==> config.mk <==
export PLATFORM = sky130hd
export DESIGN_NAME = instr_fetch
export DESIGN_NICKNAME = d
export VERILOG_FILES = /design/src/rtl/small_mips_pkg.sv /design/src/rtl/instr_fetch.sv
export SDC_FILE = /design/constraint.sdc
export NUM_CORES = 1
export LEC_CHECK = 0
export CAP_MARGIN = 40
export CORE_MARGIN = 10
export CORE_UTILIZATION = 46
export CTS_CLUSTER_SIZE = 25
export DETAILED_ROUTE_END_ITERATION = 10
export PLACE_DENSITY_LB_ADDON = 0.05
export RECOVER_POWER = 50
export SETUP_SLACK_MARGIN = 0.4
export SYNTH_ARGS = -nofsm -noshare
export SYNTH_HDL_FRONTEND = slang
export SYNTH_SLANG_ARGS = --single-unit
==> constraint.sdc <==
create_clock -name i_clk -period 2.46 [get_ports i_clk]
set_input_delay 0.369 -clock i_clk [delete_from_list [all_inputs] [get_ports i_clk]]
set_output_delay 0.369 -clock i_clk [all_outputs]
set_load 0.05 [all_outputs]
==> src/rtl/small_mips_pkg.sv <==
// small_mips_pkg: shared widths and the fetch-state type for the small MIPS front end.
//   INSTR_W      instruction word width
//   OPCODE_W     opcode field width
//   ADDR_W_DEF   default instruction ROM word-address width
//   fetch_state_t  FS_RUN (fetching) / FS_DONE (halted)
package small_mips_pkg;
  localparam int INSTR_W = 32;
  localparam int OPCODE_W = 6;
  localparam int ADDR_W_DEF = 8;
  typedef enum logic {FS_RUN, FS_DONE} fetch_state_t;
endpackage

==> src/rtl/instr_fetch.sv <==
// instr_fetch: PC-driven fetch stage with valid/ready output, redirect and halt at LAST_ADDR.
//   i_clk, i_rst               clock, synchronous active-high reset
//   o_romAddr / i_romData      word address to the external ROM, combinational read data back
//   o_instr, o_pc, o_valid     held instruction, its address, and occupancy flag
//   i_ready                    decoder accepts the held word this cycle
//   i_redirect, i_redirectAddr flush the held word and reload the PC
//   o_done                     halted and output empty
//   o_fetchCount               handshake counter (saturating), only with INSTR_FETCH_PERF_EN defined
module instr_fetch
  import small_mips_pkg::*;
#(
  parameter int ADDR_W = ADDR_W_DEF,
  parameter int LAST_ADDR = 12
) (
`ifdef INSTR_FETCH_PERF_EN
  output logic [15:0]        o_fetchCount,
`endif
  input  logic               i_clk,
  input  logic               i_rst,
  output logic [ADDR_W-1:0]  o_romAddr,
  input  logic [INSTR_W-1:0] i_romData,
  output logic [INSTR_W-1:0] o_instr,
  output logic [ADDR_W-1:0]  o_pc,
  output logic               o_valid,
  input  logic               i_ready,
  input  logic               i_redirect,
  input  logic [ADDR_W-1:0]  i_redirectAddr,
  output logic               o_done
);
  localparam logic [ADDR_W-1:0] LAST = ADDR_W'(LAST_ADDR);
  fetch_state_t state;
  logic [ADDR_W-1:0] pc;
  logic load, handshake;
  assign o_romAddr = pc;
  assign handshake = o_valid & i_ready;
  assign load = (state == FS_RUN) & ~i_redirect & (~o_valid | i_ready);
  assign o_done = (state == FS_DONE) & ~o_valid;
  always_ff @(posedge i_clk) begin
    if (i_rst) begin
      pc <= '0;
      o_pc <= '0;
      o_instr <= '0;
      o_valid <= 1'b0;
      state <= FS_RUN;
    end else if (i_redirect) begin
      // a handshake in this cycle still completes; the held word is simply dropped
      pc <= i_redirectAddr;
      o_valid <= 1'b0;
      state <= (i_redirectAddr > LAST) ? FS_DONE : FS_RUN;
    end else if (load) begin
      o_instr <= i_romData;
      o_pc <= pc;
      o_valid <= 1'b1;
      pc <= pc + ADDR_W'(1);
      state <= (pc == LAST) ? FS_DONE : FS_RUN;
    end else if (handshake) begin
      o_valid <= 1'b0;
    end
  end
`ifdef INSTR_FETCH_PERF_EN
  always_ff @(posedge i_clk) begin
    if (i_rst) o_fetchCount <= '0;
    else if (handshake && o_fetchCount != 16'hFFFF) o_fetchCount <= o_fetchCount + 16'd1;
  end
`endif
endmodule

== Word level (Yosys, flattened, before mapping) ==
Index checks and enable logic that the tools add are counted.
Word-level totals
  latch bits: 0
  input bits: 44
  logic and storage cells: 28
  bits in read-only memories: 0
  register bits: 50
  output and inout bits: 50
  bits in writable memories: 0
  memories: 0
Cells by class
  reductions and logical operators: 4
  shift-type cells: 0
  mux-type cells: 8
  divide/modulo/power cells: 0
  $mul: 0
  $lt $le $gt $ge: 1
  equal/unequal tests: 1
  add/subtract/negate cells: 1
  bitwise logic cells: 8
Operators with widths (count)
  8-bit 2-to-1 mux: 2
  8-bit by 1-bit adder with 8-bit output, second input constant: 1
  8-bit by 4-bit == test with 1-bit output, second input constant: 1
  8-bit by 4-bit greater-than comparator with 1-bit output, second input constant: 1
  1-bit 2-to-1 mux: 6
  1-bit AND: 4
  2-bit nonzero test: 2
  1-bit NOT: 3
  2-bit AND reduction: 1
  2-bit OR reduction: 1
  1-bit bitwise OR: 1

== Logic depth before layout (Yosys ltp) ==
  word-level depth: 5
  gate-level depth with buffers: 6
  depth with buffers taken out: 5

== Least setup slack after synthesis ==
OpenSTA, ideal clock, no wires.
  path kind: flip-flop to flip-flop
  start point: reg pc[1] (netlist: o_romAddr[1])
  end point: reg pc[4] (netlist: o_romAddr[4])
  data required time: 2.369 ns
  path buffers: 0
  path slack: 0.639 ns
  setup time: 0.091 ns
  arrival time: 1.730 ns
  stages on the path, launching flop included: 5
  period minus slack after synthesis: 1.821 ns
  cells stage by stage: dfxtp_1 > ha_1 > nand3_1 > or4_1 > a311oi_1
Between the ends
  word-level cells in the longest chain between the ends: 3
RTL lines
  start: declaration: line instr_fetch.sv:32  | logic [ADDR_W-1:0] pc;
  start signal: assignment: line instr_fetch.sv:47  | pc <= i_redirectAddr;
  start signal: assignment: line instr_fetch.sv:54  | pc <= pc + ADDR_W'(1);
  8-bit by 1-bit adder with 8-bit output: line instr_fetch.sv:54
  8-bit 2-to-1 mux: line instr_fetch.sv:50  | end else if (load) begin
  8-bit 2-to-1 mux: line instr_fetch.sv:45  | end else if (i_redirect) begin
No other way between the ends. The select of a mux whose other input is x is not followed.
A chain may end at the register's enable or synchronous reset.

== Final worst setup path ==
  start point: in i_ready
  end point: reg o_pc[5]
Between the ends
  word-level cells in the longest chain between the ends: 3
RTL lines
  start: declaration: line instr_fetch.sv:25  | input logic i_ready,
  1-bit bitwise OR: line instr_fetch.sv:36  | assign load = (state == FS_RUN) & ~i_redirect & (~o_valid | i_ready);
  1-bit AND: line instr_fetch.sv:36
  2-bit AND reduction (no source line)
  end signal: assignment: line instr_fetch.sv:52  | o_pc <= pc;
  end: declaration: line instr_fetch.sv:23  | output logic [ADDR_W-1:0] o_pc,
No other way between the ends.

==> metrics.md <==
| Metric | Value |
|---|---|
| Clock transition time at the flip-flop clock pins of the worst setup and hold paths | `approximately 0.090 ns` |
| Number of diodes added for antenna fixing | `0` |
| Number of violations of the max-capacitance limit | `0` |
| Max stage delay on crit path | `approximately 0.61 ns` |
| Global routing usage summed across all routing layers | `0.172` |
| Number of instances in the synthesized netlist | `between 200 and 300` |
| Clock Tree Buf Depth | `2` |
| # fillers | `approximately 420` |
| Transition time of the tightest slew-check pin | `0.743 ns` |
| Post-placement setup slack | `around 0.5 ns` |
| Initial antenna violation count | `0` |
| DIE HEIGHT | `just over 90 µm` |
| Flop pwr share | `0.469` |
| Final instance area | `approximately 3300 µm²` |
| Syn_area_per_cell | `between 8 and 9 µm²` |
| Ratio of cells with drive above 1 in the final layout | `0.0729` |
| Worst clock skew | `about 0.0076 ns` |
| Net switching fraction of the power | `0.339` |
| X dimension of the die | `about 91 µm` |
| Die Area | `8230 µm²` |
| Number of gates resized after cts | `3` |
| Remaining max-slew budget at the tightest pin | `0.505` |
| Switching Power | `~0.00066 W` |
| Latest clock arrival within the worst-skew pair | `around 0.31 ns` |
| Area overhead of the layout relative to synthesis | `43.7%` |
| CTS buffer count | `5` |
| Clock network fraction of total power | `0.266` |
| Number of warning messages in the yosys log | `0` |
| Final core utilization | `0.692` |
| Commonest cells post-synth | `sky130_fd_sc_hd__dfxtp_1, sky130_fd_sc_hd__nand4_1, sky130_fd_sc_hd__o31ai_1` |
| EDFF count, synth | `0` |
| CTS root buf | `sky130_fd_sc_hd__clkbuf_8` |
| Standby leakage power | `around 1.2 nW` |
| Vias in the first global route | `~2400` |
| Period utilisation layout | `0.831` |
| Syn Std Cell Area | `approximately 2300 µm²` |
| Status | `finished, final reports clean` |
| Sum of routed wire length over all layers | `7.34 mm` |
| Post-route setup slack | `approximately 0.42 ns` |
| Sequential-to-total area share from yosys stat | `0.435` |
| Crit path launch type | `input pin` |
| Final TNS setup | `0 ns` |
| CTS tree | `done` |
| Iteration count of the initial detailed-routing pass | `4` |
| Per-cell routed wire length | `17.9 µm` |
| Setup repair after global routing missed its margin | `no` |
| Grt total ovfl | `0` |
| Cell with the largest stage delay on the worst path | `sky130_fd_sc_hd__nand2b_1` |
| # rows | `25` |
| Worst ir drop on vdd | `0.325 mV` |
| Cell Pwr Density | `between 500 and 600 nW/µm²` |
| Synthesized flop and latch total | `50` |
| Wire length of the first global-routing pass | `around 12 mm` |
| Number of setup violations in the final report | `0` |
| Dominant delay contributor by cell family on the critical path | `buffers and inverters` |
| Area contributors post-synth | `sky130_fd_sc_hd__dfxtp_1, sky130_fd_sc_hd__o31ai_1, sky130_fd_sc_hd__nand4_1` |
| Ratio of routed vias to standard cells | `5.90` |
| Last weighted congestion value of the routability-driven placer | `~0.82` |
| Hold buffers post-CTS | `0` |
| CP Buf/Inv Count | `2` |
| Number of nets produced by synthesis | `approximately 310` |
| Antenna violation net count after detailed routing | `0` |
| Worst Setup Path Type | `input pin to register` |
| H-Tree Level Count | `2` |
| CP Capture Type | `register` |
| Setup fix buffers added after clock tree synthesis | `0` |
| Count of unresolved DRC violations after routing | `0` |
| HPWL after detailed placement | `between 5 and 6 mm` |
| Buffers on Ports | `93` |
| FFs w/ async S/R, synth | `0` |
| Combinational share of power | `0.265` |
| Post-place instance area | `between 3000 and 4000 µm²` |
| Class of the tightest hold or removal check | `register to register` |
| Cell type with the largest total area after synthesis | `sky130_fd_sc_hd__dfxtp_1` |
| Area of the core | `roughly 4800 µm²` |
| Most used standard cell by instance count after synthesis | `sky130_fd_sc_hd__dfxtp_1` |
| Via count | `~2400` |
| Max-slew violation count | `0` |
| Pin count of the biggest net entering global routing | `33` |
| Final Hold Vio Count | `0` |
| Final-stage net count | `a little under 400` |
| Post-synthesis cell type count | `31` |
| Count of boundary I/O pins | `between 90 and 100` |
| Share of the synthesized area in the top cell type | `0.435` |
| Register-to-Register Setup Slack | `0.77 ns` |
| Starting density of the core | `0.481` |
| Data required time of the critical path | `approximately 2.7 ns` |
| Internal power consumption | `0.00128 W` |
| Highest net fanout along the worst path | `18` |
| Fin crit period | `2.04 ns` |
| Main synth FF type | `sky130_fd_sc_hd__dfxtp_1` |
| Data arrival time of the critical path | `approximately 2.3 ns` |
| Highest attainable clock frequency | `489 MHz` |
| Clock Sinks | `50` |
| Iteration-0 DRC count of the detailed router | `roughly 170` |
| Chain of cells forming the critical path | `dlygate4sd3_1, nand2b_1, clkbuf_2, nand4_1, a21oi_1` |
==> layer usage <==
metal,GRT usage,wire (µm),share of wire,vias to the layer above
met1,0.202,3150,0.43,1136
li1,-,-,-,1199
met2,0.281,3520,0.48,74
met3,0.0707,598,0.081,8
met5,0,0,0,-
met4,0.0424,77,0.010,0
==> metrics by stage <==
step                      hold WS [ns]  cells  total power [W]
final                            0.473    410          0.00194
after global routing             0.496    410          0.00203
after CTS                        0.475    410          0.00196
after detailed placement         0.461    402          0.00145
after global placement           0.453    402          0.00145
after floorplan                  0.519    268          0.00124
==> worst paths after layout <==
| kind | depth (start not counted) | start | to |
|---|---|---|---|
| setup / recovery | 5 | i_ready | o_pc[5] |
| hold / removal | 2 | o_instr[9] | o_instr[9] |
| setup reg to reg | 4 | o_valid | o_romAddr[3] |
| hold reg to reg | 2 | o_instr[9] | o_instr[9] |
==> layout make-up <==
| cell class | count | area [µm²] | share of cell area |
|---|---|---|---|
| timing repair buffer | 103 | 972 | 0.294 |
| clock inverter | 2 | 16.3 | 0.00491 |
| clock buffer | 6 | 82.6 | 0.0250 |
| inverter | 7 | 26.3 | 0.00794 |
| tap | 67 | 83.8 | 0.0253 |
| sequential | 50 | 1000 | 0.304 |
| multi-input combinational | 175 | 1120 | 0.340 |
==> worst register-to-register path, cell delays in order, from the launching register on <==
cell and delay [ns]:
sky130_fd_sc_hd__dfxtp_1 0.40, sky130_fd_sc_hd__nor2b_4 0.40, sky130_fd_sc_hd__clkbuf_1 0.41, sky130_fd_sc_hd__o31ai_1 0.13, sky130_fd_sc_hd__a311oi_1 0.25
==> registers in the layout, indices dropped and copies added (netlist names) <==
register / cells
o_romAddr: 8
o_pc: 8
state: 1
o_instr: 32
o_valid: 1
==> kinds of logic after synthesis <==
logic type	after synthesis	synth area share
AOI/OAI and AO/OA	100	0.285
adders and majority gates	2	0.0109
DFF	50	0.435
and+or+nand+nor	73	0.192
buffers and inverters	43	0.0772
==> power by group through the flow <==
stage	combinational, W	sequential (W)	clock [W]
2_1_floorplan	0.000165	0.00107	0
3_3_place_gp	0.000523	0.000925	0
3_5_place_dp	0.000525	0.000926	0
4_1_cts	0.000524	0.000907	0.000531
5_1_grt	0.000547	0.000915	0.000566
6_report	0.000514	0.000907	0.000515
==> placed cells by master (no fill, tap or decap) <==
master,synthesis,final
sky130_fd_sc_hd__clkdlybuf4s50_1,0,83
sky130_fd_sc_hd__dfxtp_1,50,49
sky130_fd_sc_hd__o31ai_1,44,44
sky130_fd_sc_hd__nand4_1,44,44
sky130_fd_sc_hd__a21oi_1,41,41
sky130_fd_sc_hd__nor2_1,10,10
sky130_fd_sc_hd__buf_4,0,8
sky130_fd_sc_hd__a311oi_1,6,6
sky130_fd_sc_hd__clkbuf_8,0,6
sky130_fd_sc_hd__inv_1,5,5
sky130_fd_sc_hd__nand3_1,5,5
sky130_fd_sc_hd__clkbuf_1,24,5
sky130_fd_sc_hd__or4_1,4,4
sky130_fd_sc_hd__inv_2,2,2
sky130_fd_sc_hd__nand2b_1,2,2
sky130_fd_sc_hd__o21ai_1,2,2
sky130_fd_sc_hd__o31a_1,2,2
sky130_fd_sc_hd__ha_1,2,2
sky130_fd_sc_hd__buf_2,7,2
sky130_fd_sc_hd__dlygate4sd2_1,0,2
sky130_fd_sc_hd__nor2b_4,1,1
sky130_fd_sc_hd__a31o_2,1,1
sky130_fd_sc_hd__a211oi_1,1,1
sky130_fd_sc_hd__nor3_1,1,1
sky130_fd_sc_hd__o211ai_1,1,1
sky130_fd_sc_hd__and4_1,1,1
sky130_fd_sc_hd__nor4b_1,1,1
sky130_fd_sc_hd__o32ai_1,1,1
sky130_fd_sc_hd__nand2_1,1,1
sky130_fd_sc_hd__a221oi_1,1,1
sky130_fd_sc_hd__nand4b_1,1,1
sky130_fd_sc_hd__and3_1,1,1
sky130_fd_sc_hd__nor4_1,1,1
sky130_fd_sc_hd__inv_6,0,1
sky130_fd_sc_hd__clkinvlp_4,0,1
sky130_fd_sc_hd__dlygate4sd3_1,0,1
sky130_fd_sc_hd__clkbuf_2,0,1
sky130_fd_sc_hd__buf_12,0,1
sky130_fd_sc_hd__dfxtp_4,0,1
(Power assumes the default switching activity.)
